`config.mk`:
```
export PLATFORM = sky130hd
export DESIGN_NAME = x2050_dcbs_seq
export DESIGN_NICKNAME = d
export VERILOG_FILES = /design/src/rtl/x2050_dcbs_seq.sv
export SDC_FILE = /design/constraint.sdc
export NUM_CORES = 1
export LEC_CHECK = 0
export ABC_AREA = 1
export BUFFER_PORTS_ARGS = -buffer_cell sky130_fd_sc_hd__buf_4
export CORE_MARGIN = 3
export CORE_UTILIZATION = 42
export DETAILED_ROUTE_END_ITERATION = 12
export PLACE_DENSITY = 0.72
export SLEW_MARGIN = 20
export SYNTH_ARGS = -nofsm -noshare
export SYNTH_HDL_FRONTEND = slang
export SYNTH_SLANG_ARGS = --single-unit
export TNS_END_PERCENT = 1
```
`constraint.sdc`:
```
create_clock -name i_clk -period 1.1 [get_ports i_clk]
set_input_delay 0.11 -clock i_clk [delete_from_list [all_inputs] [get_ports i_clk]]
set_output_delay 0.11 -clock i_clk [all_outputs]
set_load 0.02 [all_outputs]
```
`src/rtl/x2050_dcbs_seq.sv`:
```
// Byte-serial decimal sequencer: walks a one-hot byte select across words and chains byte carries.
// Optional all-zero result tracking is enabled with the X2050_DCBS_ZERO_DETECT_EN macro.
module x2050_dcbs_seq (
    input  logic       i_clk,
    input  logic       i_reset,
    input  logic       i_start,
    input  logic [1:0] i_byte,
    input  logic [3:0] i_len,
    input  logic       i_dir,
    input  logic       i_step,
    input  logic       i_cx_bs,
    input  logic       i_abort,
    input  logic       i_byte_zero,
    output logic [3:0] o_bs_reg,
    output logic       o_carry_in,
    output logic       o_busy,
    output logic       o_last,
    output logic       o_word_adv,
    output logic       o_done,
    output logic       o_all_zero
);

    typedef enum logic [1:0] {IDLE, RUN, DONE} state_t;

    state_t     state_q;
    logic [1:0] index_q;
    logic [1:0] index_d;
    logic [3:0] count_q;
    logic       dir_q;
    logic       carry_q;
    logic       wrap;

    assign index_d = dir_q ? (index_q + 2'd1) : (index_q - 2'd1);
    assign wrap    = dir_q ? (index_q == 2'd3) : (index_q == 2'd0);

`ifdef X2050_DCBS_ZERO_DETECT_EN
    logic zero_q;
`else
    logic unused_byte_zero;
    assign unused_byte_zero = i_byte_zero;
`endif

    // Abort takes priority over a step; the final step latches carry without moving the index.
    always_ff @(posedge i_clk) begin
        if (i_reset) begin
            state_q <= IDLE;
            index_q <= 2'd0;
            count_q <= 4'd0;
            dir_q   <= 1'b0;
            carry_q <= 1'b0;
`ifdef X2050_DCBS_ZERO_DETECT_EN
            zero_q  <= 1'b1;
`endif
        end else begin
            case (state_q)
                IDLE: begin
                    if (i_start) begin
                        state_q <= RUN;
                        index_q <= i_byte;
                        count_q <= i_len;
                        dir_q   <= i_dir;
                        carry_q <= 1'b0;
`ifdef X2050_DCBS_ZERO_DETECT_EN
                        zero_q  <= 1'b1;
`endif
                    end
                end
                RUN: begin
                    if (i_abort) begin
                        state_q <= IDLE;
                    end else if (i_step) begin
                        carry_q <= i_cx_bs;
`ifdef X2050_DCBS_ZERO_DETECT_EN
                        zero_q  <= zero_q & i_byte_zero;
`endif
                        if (count_q == 4'd0) begin
                            state_q <= DONE;
                        end else begin
                            count_q <= count_q - 4'd1;
                            index_q <= index_d;
                        end
                    end
                end
                DONE: begin
                    state_q <= IDLE;
                end
                default: begin
                    state_q <= IDLE;
                end
            endcase
        end
    end

    // Byte n maps to mask bit (3-n), so index 0 is the leftmost byte.
    assign o_bs_reg   = (state_q == RUN) ? (4'b1000 >> index_q) : 4'b0000;
    assign o_carry_in = carry_q;
    assign o_busy     = (state_q == RUN);
    assign o_last     = (state_q == RUN) && (count_q == 4'd0);
    assign o_word_adv = (state_q == RUN) && i_step && !i_abort && (count_q != 4'd0) && wrap;
    assign o_done     = (state_q == DONE);

`ifdef X2050_DCBS_ZERO_DETECT_EN
    assign o_all_zero = zero_q;
`else
    assign o_all_zero = 1'b0;
`endif

endmodule

```
==> results.yml <==
outcome:
  outcome: "finished, violations left"
  failed_checks: "setup timing"
power_and_ir_drop:
  leakage_nw: 0.554
  combPwrFrac_pct: 47.0
  switching_share_pct: 39.0
  p_int_mw: 0.817
  vdd_ir_drop_max_mv: 0.805
  power_density_mw_per_mm2: 1230
  power.switching_mw: 0.522
  p_seq_share_pct: 33.7
  power_frac_clock_pct: 19.3
detailed_routing:
  detail_route.vias_per_cell: 4.98
  route.vias.total: 827
  route.detailed.wl_per_inst_um: 12.0
  wl_um: 1990
  drtAntennaViolNets: 0
  drt_first_pass_iters: 4
  remaining_drc_errors: 0
  drtIter0Drc: 16
global_routing:
  grt_most_used_layer: "met2"
  antenna_found_initial: 0
  grtUsageMet3_pct: 8.70
  met2_track_usage_gr_pct: 37.9
  grt_use_met1_pct: 26.4
  grt_usage_pct: 22.8
  grt_first_pass_wirelength_um: 3330
  first_global_vias: 757
  global_route.overflow_total: 0
  largest_net_degree_at_the_start_of_global_routing: 7
placement:
  placement.cell_area_um2: 996
  placement.io_buffers: 21
  dp.final_hpwl_um: 1490
  dpl_worst_slack_ns: -0.138
  placed_cells_incl_taps: 160
  gp_routability_congestion: 0.890
final_layout:
  utilization_after_layout_pct: 77.9
  diodes: 0
  final_design_area_no_fill_mm2: 0.00109
  layout-area-overhead-vs-synth_pct: 63.1
  fill_cells: 121
  drive_above_1_share_pct: 46.4
  design.final.nets: 168
  fin_cells: 166
yosys:
  synth_edf_count: 0
  yosys_register_bits: 10
  synth_cells: 111
  yosys-top-cells-count: "sky130_fd_sc_hd__nand2_1, sky130_fd_sc_hd__nor2_1, sky130_fd_sc_hd__inv_1, sky130_fd_sc_hd__dfxtp_1, sky130_fd_sc_hd__nand3_1"
  yosysWarnings: 0
  syn-num-nets: 126
  synthDominantCellAreaShare_pct: 30.0
  synth-seq-area-share_pct: 30.0
  yosys-top-cells-area: "sky130_fd_sc_hd__dfxtp_1, sky130_fd_sc_hd__nand2_1, sky130_fd_sc_hd__nor2_1"
  synth.largest_area_cell: "sky130_fd_sc_hd__dfxtp_1"
  synth-main-ff-cell: "sky130_fd_sc_hd__dfxtp_1"
  syn_area_um2: 668
  synth_most_common_cell: "sky130_fd_sc_hd__nand2_1"
  synth_cell_types: 19
  async_flop_share_pct: 0
  syn-mean-instance-area_um2: 6.02
sta:
  timing.clock.skew_ns: 0.00368
  slew_viol_final: 0
  timing.setup.tns_ns: -2.45
  hold_viol: 0
  achievable-frequency_ghz: 0.710
  fin_crit_share_pct: 128
  setup_slack_ns: -0.309
  rsz0062_at_grt: "true"
  post-route-min-period_ns: 1.41
  finalSetupViolCount: 16
cts:
  cts.hold.buffers_added: 0
  cts.htree.levels: 1
  cts_inserted_buffers: 3
  cts.clk_slew.worst_paths_ns: 0.06
  cts_tree: "yes"
  clk-insertion-delay-late_ns: 0.27
  clock_sink_count: 10
  root_buffer: "sky130_fd_sc_hd__clkbuf_4"
  cts_max_path_buffers: 2
worst_hold_path:
  worst_hold_path.num_cells: 2
  class_of_the_tightest_hold_or_removal_check: "input pin to flop"
floorplan:
  die_width_um: 45.9
  io_pins: 24
  starting_density_of_the_core_pct: 47.8
  fp-row-count: 13
  die_y_um: 45.9
  coreArea_mm2: 0.00140
  die_area_mm2: 0.00211
worst_setup_path:
  critPathKind: "flop to output port"
  endpoint_kind: "output port"
  logic_depth_of_the_worst_register_to_register_path: 8
  worstPathRequired_ns: 0.99
  cp_data_arrival_time_ns: 1.30
  timing.critical_path.fanout_max: 3
  worstSetupStartpointType: "flop"
flow_run:
  drv.max_cap_violation_count: 0
[routing by layer]
metal / wire, um / part of all wire, % / up-vias
li1: - / - / 435
met1: 857 / 43 / 365
met2: 983 / 49 / 24
met3: 131 / 6.6 / 3
met4: 17 / 0.85 / 0
met5: 0 / 0 / -
[layout make-up]
| class | count | area [um^2] | area share (%) |
|---|---|---|---|
| repair buffers | 39 | 297 | 27.2 |
| inverters | 15 | 58.8 | 5.40 |
| well taps | 15 | 18.8 | 1.72 |
| clock buffers | 3 | 22.5 | 2.07 |
| multi-input cells | 84 | 485 | 44.5 |
| flip-flops and latches | 10 | 208 | 19.1 |
[kinds of logic after synthesis]
family	count (synthesis)	synth area share, %
AO/OA/AOI/OAI	16	12.0
buffers and inverters	17	10.7
AND/OR/NAND/NOR	66	44.9
flip-flops	10	30.0
other	1	0.561
adder cells (fa/ha/maj)	1	1.87
[state kept, by name (all words and copies together), names as in the netlist]
name / flops
index_q: 2
dir_q: 1
count_q: 4
o_carry_in: 1
state_q: 2
[metrics by stage]
step / total power, mW / hold WS (ns)
floorplan: 0.821 / 0.179
global placement: 1.01 / 0.317
detailed placement: 1.02 / 0.318
CTS: 1.33 / 0.0210
global route: 1.45 / 0.0196
finish: 1.34 / 0.0285
[cell usage in the layout (no fill, tap or decap)]
| master | netlist | layout |
|---|---|---|
| sky130_fd_sc_hd__a21oi_1 | 7 | 6 |
| sky130_fd_sc_hd__a21oi_2 | 0 | 1 |
| sky130_fd_sc_hd__buf_4 | 2 | 38 |
| sky130_fd_sc_hd__buf_6 | 0 | 1 |
| sky130_fd_sc_hd__clkbuf_4 | 0 | 3 |
| sky130_fd_sc_hd__conb_1 | 1 | 1 |
| sky130_fd_sc_hd__dfxtp_1 | 10 | 6 |
| sky130_fd_sc_hd__dfxtp_2 | 0 | 3 |
| sky130_fd_sc_hd__dfxtp_4 | 0 | 1 |
| sky130_fd_sc_hd__ha_4 | 0 | 1 |
| sky130_fd_sc_hd__inv_1 | 13 | 10 |
| sky130_fd_sc_hd__inv_2 | 2 | 4 |
| sky130_fd_sc_hd__inv_4 | 0 | 1 |
| sky130_fd_sc_hd__nand2_1 | 27 | 25 |
| sky130_fd_sc_hd__nand2_2 | 3 | 3 |
| sky130_fd_sc_hd__nand2_4 | 0 | 2 |
| sky130_fd_sc_hd__nand3_1 | 10 | 9 |
| sky130_fd_sc_hd__nand3_2 | 1 | 1 |
| sky130_fd_sc_hd__nand3_4 | 0 | 1 |
| sky130_fd_sc_hd__nand4_1 | 1 | 1 |
| sky130_fd_sc_hd__nor2_1 | 18 | 15 |
| sky130_fd_sc_hd__nor2_2 | 1 | 2 |
| sky130_fd_sc_hd__nor2_4 | 2 | 4 |
| sky130_fd_sc_hd__nor3_2 | 0 | 1 |
| sky130_fd_sc_hd__nor4_1 | 2 | 1 |
| sky130_fd_sc_hd__nor4_4 | 0 | 1 |
| sky130_fd_sc_hd__o21ai_0 | 3 | 3 |
| sky130_fd_sc_hd__o21ai_1 | 6 | 4 |
| sky130_fd_sc_hd__o21ai_2 | 0 | 2 |
[final timing paths]
path | from | end | slack [ns]
max | count_q[1]$_SDFFE_PP0P_ | o_last | -0.31
min | i_reset | index_q[1]$_SDFFE_PP0P_ | 0.03
max reg2reg | count_q[1]$_SDFFE_PP0P_ | index_q[1]$_SDFFE_PP0P_ | -0.12
min reg2reg | o_carry_in$_SDFFE_PP0P_ | o_carry_in$_SDFFE_PP0P_ | 0.46
[repair_timing]
action,CTS,global route
setup endpoints to repair,17,17
setup buffers,3,0
pin swaps,3,0
resized for setup,10,6
[power groups by stage]
stage	Sequential [mW]	Combinational [mW]	Clock [mW]
final	0.451	0.629	0.259
after global routing	0.458	0.704	0.293
after CTS	0.448	0.609	0.272
after detailed placement	0.457	0.562	0
after global placement	0.457	0.550	0
after floorplan	0.452	0.369	0
[worst max-delay path: stages, from the launching register on]
cell and delay, ns:
sky130_fd_sc_hd__dfxtp_2 0.32, sky130_fd_sc_hd__inv_2 0.06, sky130_fd_sc_hd__ha_4 0.15, sky130_fd_sc_hd__nand3_4 0.10, sky130_fd_sc_hd__nor2_4 0.15, sky130_fd_sc_hd__buf_4 0.12
sky130_fd_sc_hd__buf_4 0.12
Note: power is estimated with default switching activity, not from simulation.
